$ cat config.mk
export PLATFORM = sky130hd
export DESIGN_NAME = pipeline_hazard_ctrl
export DESIGN_NICKNAME = d
export VERILOG_FILES = /design/src/rtl/pipeline_hazard_ctrl.sv
export SDC_FILE = /design/constraint.sdc
export NUM_CORES = 1
export LEC_CHECK = 0
export CAP_MARGIN = 5
export CORE_MARGIN = 2
export CORE_UTILIZATION = 30
export CTS_CLUSTER_DIAMETER = 150
export CTS_CLUSTER_SIZE = 20
export DETAILED_ROUTE_END_ITERATION = 16
export PLACE_DENSITY = 0.52
export SYNTH_ARGS = -nofsm -noshare
export SYNTH_HDL_FRONTEND = slang
export SYNTH_SLANG_ARGS = --single-unit
$ cat constraint.sdc
create_clock -name i_clk -period 3.3 [get_ports i_clk]
set_clock_uncertainty 0.2 [all_clocks]
set_input_delay 0.66 -clock i_clk [delete_from_list [all_inputs] [get_ports i_clk]]
set_output_delay 0.66 -clock i_clk [all_outputs]
set_load 0.02 [all_outputs]
$ cat src/rtl/pipeline_hazard_ctrl.sv
// pipeline_hazard_ctrl: stage enable/flush sequencing for a five-stage RV32I pipeline
//
// Ports:
//   i_clk, i_rst_n         clock, asynchronous active-low reset
//   i_en                   global run enable (debug hold)
//   i_dmem_req/ready       MEM-stage access request and same-cycle completion
//   i_branch_taken         EX resolved a taken branch/JAL/JALR
//   i_idex_mem_read/rd     load in EX and its destination register
//   i_ifid_rs1/rs2(_used)  source registers read by the instruction in ID
//   i_fault_clr            clears the sticky dmem timeout fault (works while i_en=0)
//   o_pc_en, o_*_en        PC and stage register enables
//   o_ifid_flush           IFID loads a NOP
//   o_idex_flush           IDEX loads a bubble
//   o_memwb_bubble         MEMWB captures register_write_enable=0
//   o_mem_fault            sticky dmem timeout flag
//   o_stall_cnt            frozen-PC cycle count (wraps)
//   o_flush_cnt            branch flush count (wraps)
module pipeline_hazard_ctrl #(
    parameter int CNT_W       = 32,
    parameter int MEM_TIMEOUT = 16
) (
    input  logic             i_clk,
    input  logic             i_rst_n,
    input  logic             i_en,
    input  logic             i_dmem_req,
    input  logic             i_dmem_ready,
    input  logic             i_branch_taken,
    input  logic             i_idex_mem_read,
    input  logic [4:0]       i_idex_rd,
    input  logic [4:0]       i_ifid_rs1,
    input  logic [4:0]       i_ifid_rs2,
    input  logic             i_ifid_rs1_used,
    input  logic             i_ifid_rs2_used,
    input  logic             i_fault_clr,
    output logic             o_pc_en,
    output logic             o_ifid_en,
    output logic             o_ifid_flush,
    output logic             o_idex_en,
    output logic             o_idex_flush,
    output logic             o_exmem_en,
    output logic             o_memwb_en,
    output logic             o_memwb_bubble,
    output logic             o_mem_fault,
    output logic [CNT_W-1:0] o_stall_cnt,
    output logic [CNT_W-1:0] o_flush_cnt
);
    localparam logic [1:0] S_RUN   = 2'd0;
    localparam logic [1:0] S_WAIT  = 2'd1;
    localparam logic [1:0] S_FAULT = 2'd2;
    localparam logic [7:0] WAIT_LAST = 8'(MEM_TIMEOUT - 1);

    logic [1:0]       r_state;
    logic [7:0]       r_wait_cnt;
    logic [CNT_W-1:0] r_stall_cnt;
    logic [CNT_W-1:0] r_flush_cnt;
    logic             w_fault;
    logic             w_mstall;
    logic             w_lu;
    logic [7:0]       w_ctl;

    assign w_fault  = r_state == S_FAULT;
    assign w_mstall = i_dmem_req & ~i_dmem_ready & ~w_fault;
    assign w_lu     = i_idex_mem_read & (i_idex_rd != 5'd0) &
                      ((i_ifid_rs1_used & (i_ifid_rs1 == i_idex_rd)) |
                       (i_ifid_rs2_used & (i_ifid_rs2 == i_idex_rd)));

    // {pc, ifid, ifid_flush, idex, idex_flush, exmem, memwb, memwb_bubble}
    always_comb begin
        w_ctl = (!i_en || w_fault) ? 8'b0000_0000 :
                w_mstall           ? 8'b0000_0011 :
                i_branch_taken     ? 8'b1111_1110 :
                w_lu               ? 8'b0001_1110 :
                                     8'b1101_0110;
    end

    assign {o_pc_en, o_ifid_en, o_ifid_flush, o_idex_en,
            o_idex_flush, o_exmem_en, o_memwb_en, o_memwb_bubble} = w_ctl & {8{i_rst_n}};
    assign o_mem_fault = i_rst_n & w_fault;
    assign o_stall_cnt = r_stall_cnt;
    assign o_flush_cnt = r_flush_cnt;

    always_ff @(posedge i_clk or negedge i_rst_n) begin
        if (!i_rst_n) begin
            r_state     <= S_RUN;
            r_wait_cnt  <= 8'd0;
            r_stall_cnt <= '0;
            r_flush_cnt <= '0;
        end else if (w_fault) begin
            if (i_fault_clr) begin
                r_state    <= S_RUN;
                r_wait_cnt <= 8'd0;
            end
        end else if (i_en) begin
            if (!w_ctl[7])
                r_stall_cnt <= r_stall_cnt + 1'b1;
            // ifid_flush is asserted exactly on counted branch flushes
            if (w_ctl[5])
                r_flush_cnt <= r_flush_cnt + 1'b1;
            // wait_cnt is always 0 in RUN, so entry to DMEM_WAIT loads 1
            if (w_mstall) begin
                r_wait_cnt <= r_wait_cnt + 8'd1;
                r_state    <= (r_wait_cnt == WAIT_LAST) ? S_FAULT : S_WAIT;
            end else begin
                r_wait_cnt <= 8'd0;
                r_state    <= S_RUN;
            end
        end
    end
endmodule
==> flow_summary.json, run 1 <==
{
  "status": "complete, no violations",
  "fin_nets": 474,
  "final_common_cell": "clkdlybuf4s50_1",
  "yosysWarnings": 0,
  "clkSinkCount": 74,
  "core.rowCount": 40,
  "antenna_left": 0,
  "ctsHoldBuffers": 0,
  "p_leak_nw": 2.31,
  "yosys.cell_types.count": 43,
  "clkPwrFrac_pct": 41.0,
  "cp_num_buf_inv": 2,
  "avgSynthCellArea_sq_um": 10.9,
  "drive_gt1_share_pct": 9.76,
  "seq_area_frac_synth_pct": 50.7,
  "drt_first_pass_iters": 4,
  "worstHoldStart": "o_stall_cnt[31]$_DFFE_PN0P_",
  "worstPathRequired_ns": 2.44,
  "dieArea_sq_mm": 0.0131,
  "antenna_found_initial": 0,
  "p_seq_share_pct": 42.7,
  "syn-num-nets": 364,
  "wirelength_microns": 8240,
  "drt_iter0_markers": 111,
  "num_antenna_cells": 0,
  "avgViaCountPerCell": 4.70,
  "maxSlewViolCount": 0,
  "cp_slowest_stage_delay_ns": 0.56,
  "finalWeightedCongestion": 0.708,
  "async_flop_share_pct": 100,
  "first_global_vias": 2852,
  "p_int_w": 0.00184,
  "synth_edf_count": 0,
  "rsz0062_at_grt": "false",
  "crit_path_start_kind": "input port",
  "tightest_slew_ns": 0.954,
  "crit_chain": "clkdlybuf4s50_1 > or4_1 > o21ai_2 > nor2b_1 > a21oi_1 > clkbuf_2",
  "fp.coreArea_sq_mm": 0.0120,
  "yosysTopAreaCellShare_pct": 50.7,
  "switchingPower_w": 0.000661,
  "synth_cells": 336,
  "finalCritPeriodShare_pct": 95.5,
  "cp.arrival_ns": 2.29,
  "crit_fanout": 3,
  "grt_overflow": 0,
  "wl_per_cell_microns": 13.8,
  "dp_hpwl_microns": 5960,
  "power_switching_share_pct": 26.4,
  "ys_top_cells_by_area": "dfrtp_1, xor2_1, xnor2_1",
  "tns_ns": 0,
  "max_slew_margin_pct": 36.4,
  "clock_path_buffers": 2,
  "fmax_mhz": 317,
  "grt_max_degree": 75,
  "htreeDepth": 3,
  "initial_core_util_pct": 30.5,
  "hold_viol_final": 0,
  "portBuffers": 97,
  "ioPinCount": 98,
  "cts_buffers": 9,
  "clock_latency_ns": 0.33,
  "ys.flop_type": "dfrtp_1",
  "vdd_drop_max_uv": 241,
  "die_h_microns": 114,
  "grt_pass1_wl_microns": 14100,
  "cp_top_family": "buffers and inverters",
  "clkTransAtPathRegs_ns": 0.06,
  "setup_viol": 0,
  "cts_tree": "yes",
  "layout_common_cells": "clkdlybuf4s50_1, dfrtp_1, xor2_1",
  "crit_start": "i_idex_rd[1]",
  "cts_setup_buffers": 0,
  "min-delay-path-class": "reg -> reg",
  "area_delta_synth_final_pct": 40.8,
  "crit_slowest_cell": "or4_1",
  "drc": 0,
  "grt.total_usage_pct": 13.6,
  "min_period_ns": 3.15,
  "die_w_microns": 114,
  "synth-seq-cells": 74,
  "end_kind": "primary output",
  "maxCapViolations": 0,
  "comb_power_share_pct": 16.3,
  "fill_cells": 1161,
  "num_vias": 2808,
  "criticalPathCategory": "in -> out",
  "r2r_start": "o_flush_cnt[4]$_DFFE_PN0P_",
  "syn_area_sq_mm": 0.00365,
  "whs_ns": 0.275,
  "cts_root_buf": "clkbuf_16",
  "synth_top_area_cell": "dfrtp_1",
  "cellPowerDensity_mw_per_mm2": 487
}
==> cells in the mapped netlist, types with 2 or more instances <==
master,count
a21oi_1,2
a22o_1,2
and3_1,6
and4_1,6
buf_2,2
buf_4,3
buf_6,2
clkbuf_1,2
dfrtp_1,74
ha_1,3
inv_1,9
nand2_1,32
nand2b_1,4
nand3_1,18
nand4_1,16
nand4_4,2
nor2_1,25
nor2b_1,3
nor3_1,6
nor3_2,2
nor3b_1,5
nor4_1,13
nor4b_1,2
o22ai_1,3
xnor2_1,38
xor2_1,39
==> power groups by stage <==
stage               registers [W]  logic, W  clock network, W
floorplan                 0.00113  0.000129                 0
global placement          0.00108  0.000409                 0
detailed placement        0.00108  0.000415                 0
CTS                       0.00107  0.000415           0.00106
global route              0.00108  0.000443           0.00110
finish                    0.00107  0.000407           0.00103
==> logic make-up (layout without fill, tap and decap cells) <==
family	Yosys count	in the layout	synth area share (%)
muxes	3	3	0.891
adders and majority gates	3	3	1.03
and+or+nand+nor	150	150	23.7
AOI/OAI and AO/OA	10	10	2.09
buffers and inverters	18	133	2.64
xor gates and xnor gates	78	78	18.9
DFF	74	74	50.7
==> area by class of cell <==
type	count	area (sq um)	area share, %
flip-flops and latches	74	1850	36.0
inverters	9	33.8	0.658
well taps	147	184	3.58
repair buffers	108	1050	20.4
clock inverters	1	30.0	0.585
clock buffers	15	288	5.60
multi-input cells	244	1700	33.1
==> layer usage <==
metal | wire (microns) | GRT usage [%] | up-vias | share of wire, %
met5 | 0 | 0 | - | 0
met4 | 153 | 5.61 | 0 | 1.9
met3 | 323 | 3.39 | 13 | 3.9
met2 | 3920 | 21.6 | 57 | 48
met1 | 3840 | 17.7 | 1357 | 47
li1 | - | - | 1381 | -
==> flip-flops by register name, indices dropped and copies added, names as in the netlist <==
name / cells
o_flush_cnt: 32
r_wait_cnt: 8
o_stall_cnt: 32
r_state: 2
==> final timing paths <==
check / slack, ns / endpoint / cells past startpoint
max: 0.15 / o_pc_en / 6
min: 0.27 / o_stall_cnt[31]$_DFFE_PN0P_ / 1
max reg2reg: 1.04 / o_flush_cnt[31]$_DFFE_PN0P_ / 5
min reg2reg: 0.27 / o_stall_cnt[31]$_DFFE_PN0P_ / 1
max in group asynchronous: 1.90 / o_stall_cnt[9]$_DFFE_PN0P_ / 2
min in group asynchronous: 0.38 / r_state[0]$_DFFE_PN0P_ / 2
==> worst reg2reg max path: cells and delay by family, from the launching register on <==
| family | cells | cell delay [ns] |
|---|---|---|
| DFF | 1 | 0.46 |
| xor gates and xnor gates | 1 | 0.14 |
| and+or+nand+nor | 4 | 1.36 |
==> metrics by stage <==
step	power [W]	setup slack (ns)	std cells	area, sq um	utilization (%)
after floorplan	0.00126	0.366	336	3650	-
after CTS	0.00255	-0.000385	598	5150	43.0
after global routing	0.00262	0.0425	598	5140	42.9
after global placement	0.00149	-0.250	582	4830	40.4
final	0.00250	0.147	598	5140	42.9
after detailed placement	0.00150	-0.282	582	4830	40.4
==> what timing repair did <==
action	CTS	global route
endpoints found under the setup margin	3	3
cloned	0	0
pin swaps	0	0
gates resized for setup	3	6
Power figures use the tool's default switching activity.
==> run 2: changes to the inputs <==
--- a/config.mk
+++ b/config.mk
@@ -12,6 +12,7 @@
 export CTS_CLUSTER_SIZE = 20
 export DETAILED_ROUTE_END_ITERATION = 16
 export PLACE_DENSITY = 0.52
+export SLEW_MARGIN = 20
 export SYNTH_ARGS = -nofsm -noshare
 export SYNTH_HDL_FRONTEND = slang
 export SYNTH_SLANG_ARGS = --single-unit
==> results of run 2 <==
The final DEF is identical to that of run 1; final timing and power are the same.
==> RTL change, RTL diff (settings of run 1) <==
`CNT_W`: 32 -> 40.
--- a/src/rtl/pipeline_hazard_ctrl.sv
+++ b/src/rtl/pipeline_hazard_ctrl.sv
@@ -16,7 +16,7 @@
 //   o_stall_cnt            frozen-PC cycle count (wraps)
 //   o_flush_cnt            branch flush count (wraps)
 module pipeline_hazard_ctrl #(
-    parameter int CNT_W       = 32,
+    parameter int CNT_W       = 40,
     parameter int MEM_TIMEOUT = 16
 ) (
     input  logic             i_clk,
Ports: changed (resized o_flush_cnt and o_stall_cnt); port bits go from 98 to 114. The function was not compared with the original's and may differ.
==> RTL change against run 1 <==
  * Setup slack worse by 0.037 ns
  * Power up 6.7%
  * Routed wire length up 26%
  * Sequential power up 16%
  * Cell area up 20%
  * Sequential cell count up 16
  * Final cell count up 21%
  * Synthesized area up 22%
  * Synthesized cell count up 21%
  * Critical endpoint is now o_ifid_en
==> RTL change: results (changes against run 1) <==
[power_and_ir_drop]
p_leak_nw=2.76  ; +19%
p_sw_mw=0.720  ; +8.9%
p_int_mw=1.95  ; +5.9%
power.share.sequential_pct=46.5  ; +3.8 points

[outcome]
status=completed

[yosys]
ys_top_cells_by_count=90 x dfrtp_1, 51 x xor2_1, 43 x xnor2_1
synthesis.instances=405  ; +21%
synth_nets=433  ; +19%

[drt]
routedWlPerCell_um=14.4  ; +4.3%
wl_met1_mm=5.01  ; +30%
via_count=3393  ; +21%
routed-wl-met2_mm=4.61  ; +17%
met3_length_um=687  ; +110%
vias_per_cell=4.68  ; -0.33%

[placed_design]
place_ws_ns=-0.392  ; -0.111 ns
place.gp.congestion=0.774  ; +9.3%
portBuffers=113  ; +16%
dp_cells=711  ; +22%
postPlaceCellArea_um2=5870  ; +21%
hpwl_mm=7.52  ; +26%

[global_route]
grt_max_degree=79  ; +5.3%
grt_use_total_pct=13.6  ; +0.069 points
grt_pass1_vias=3463  ; +21%

[timing]
finalHoldWorstSlack_ns=0.0746  ; -0.200 ns
tightest_slew_ns=1.04  ; +0.0855 ns
period_minus_slack_ns=3.19  ; +0.0369 ns

[setup_path]
reg2reg_to=o_flush_cnt[39]
r2r-start=o_flush_cnt[15]
crit_slowest_cell=or4_4
slowest_delay_ns=0.54  ; -0.02 ns
arrival_ns=2.33  ; +0.04 ns
cp-startpoint=i_idex_rd[2]
endpoint=o_ifid_en

[layout]
nets=566  ; +19%
layout-drive-gt1-share_pct=11.1  ; +1.3 points

[worst_hold_path]
min_path_type=in -> async

[clock_network]
cts_resized=13  ; +10

==> RTL change: cell count changes in the layout (fill, tap and decap cells not counted), sizes merged, moves of 3 or more <==
cell           change
dfrtp             +16
clkbuf             -7
nor4               -6
nand2              +6
and3               +3
nor2              +11
clkdlybuf4s50     +16
and2               +3
clkdlybuf4s15      +3
xor2              +12
xnor2              +4
nand3             +13
buf                +4
nor3               +9
==> RTL change: cell type report <==
type,instances,area (µm²)
clock buffers,11,233
clock inverters,3,42.5
fillers,1410,8370
inverters,8,30.0
multi-input cells,301,2130
flip-flops and latches,90,2250
well taps,184,230
repair buffers,128,1240
==> RTL change: cell families (layout without fill, tap and decap cells) <==
family / count (synthesis) / after routing / share of synthesized area (%)
AND/OR/NAND/NOR: 188 / 188 / 24.5
XOR/XNOR: 94 / 94 / 18.5
flip-flops: 90 / 90 / 50.6
buffers and inverters: 14 / 150 / 1.77
AO/OA/AOI/OAI: 13 / 13 / 3.01
adder cells (fa/ha/maj): 3 / 3 / 0.843
multiplexers: 3 / 3 / 0.731
==> RTL change: metal layers <==
layer | up-vias | global-route usage, %
met4 | 0 | 4.46
met2 | 96 | 20.8
met5 | - | 0
met3 | 10 | 3.99
li1 | 1643 | -
met1 | 1644 | 18.8
==> RTL change: worst min path at each step <==
stage	startpoint	end	slack (ns)	cells after the start
3_5_place_dp	o_flush_cnt[39]	o_flush_cnt[39]	0.26	1
3_3_place_gp	o_flush_cnt[39]	o_flush_cnt[39]	0.26	1
4_1_cts	i_rst_n	o_flush_cnt[9]	0.07	2
6_report	i_rst_n	o_flush_cnt[8]	0.07	2
5_1_grt	i_rst_n	o_flush_cnt[8]	0.09	2
2_1_floorplan	i_rst_n	o_flush_cnt[0]	0.16	0
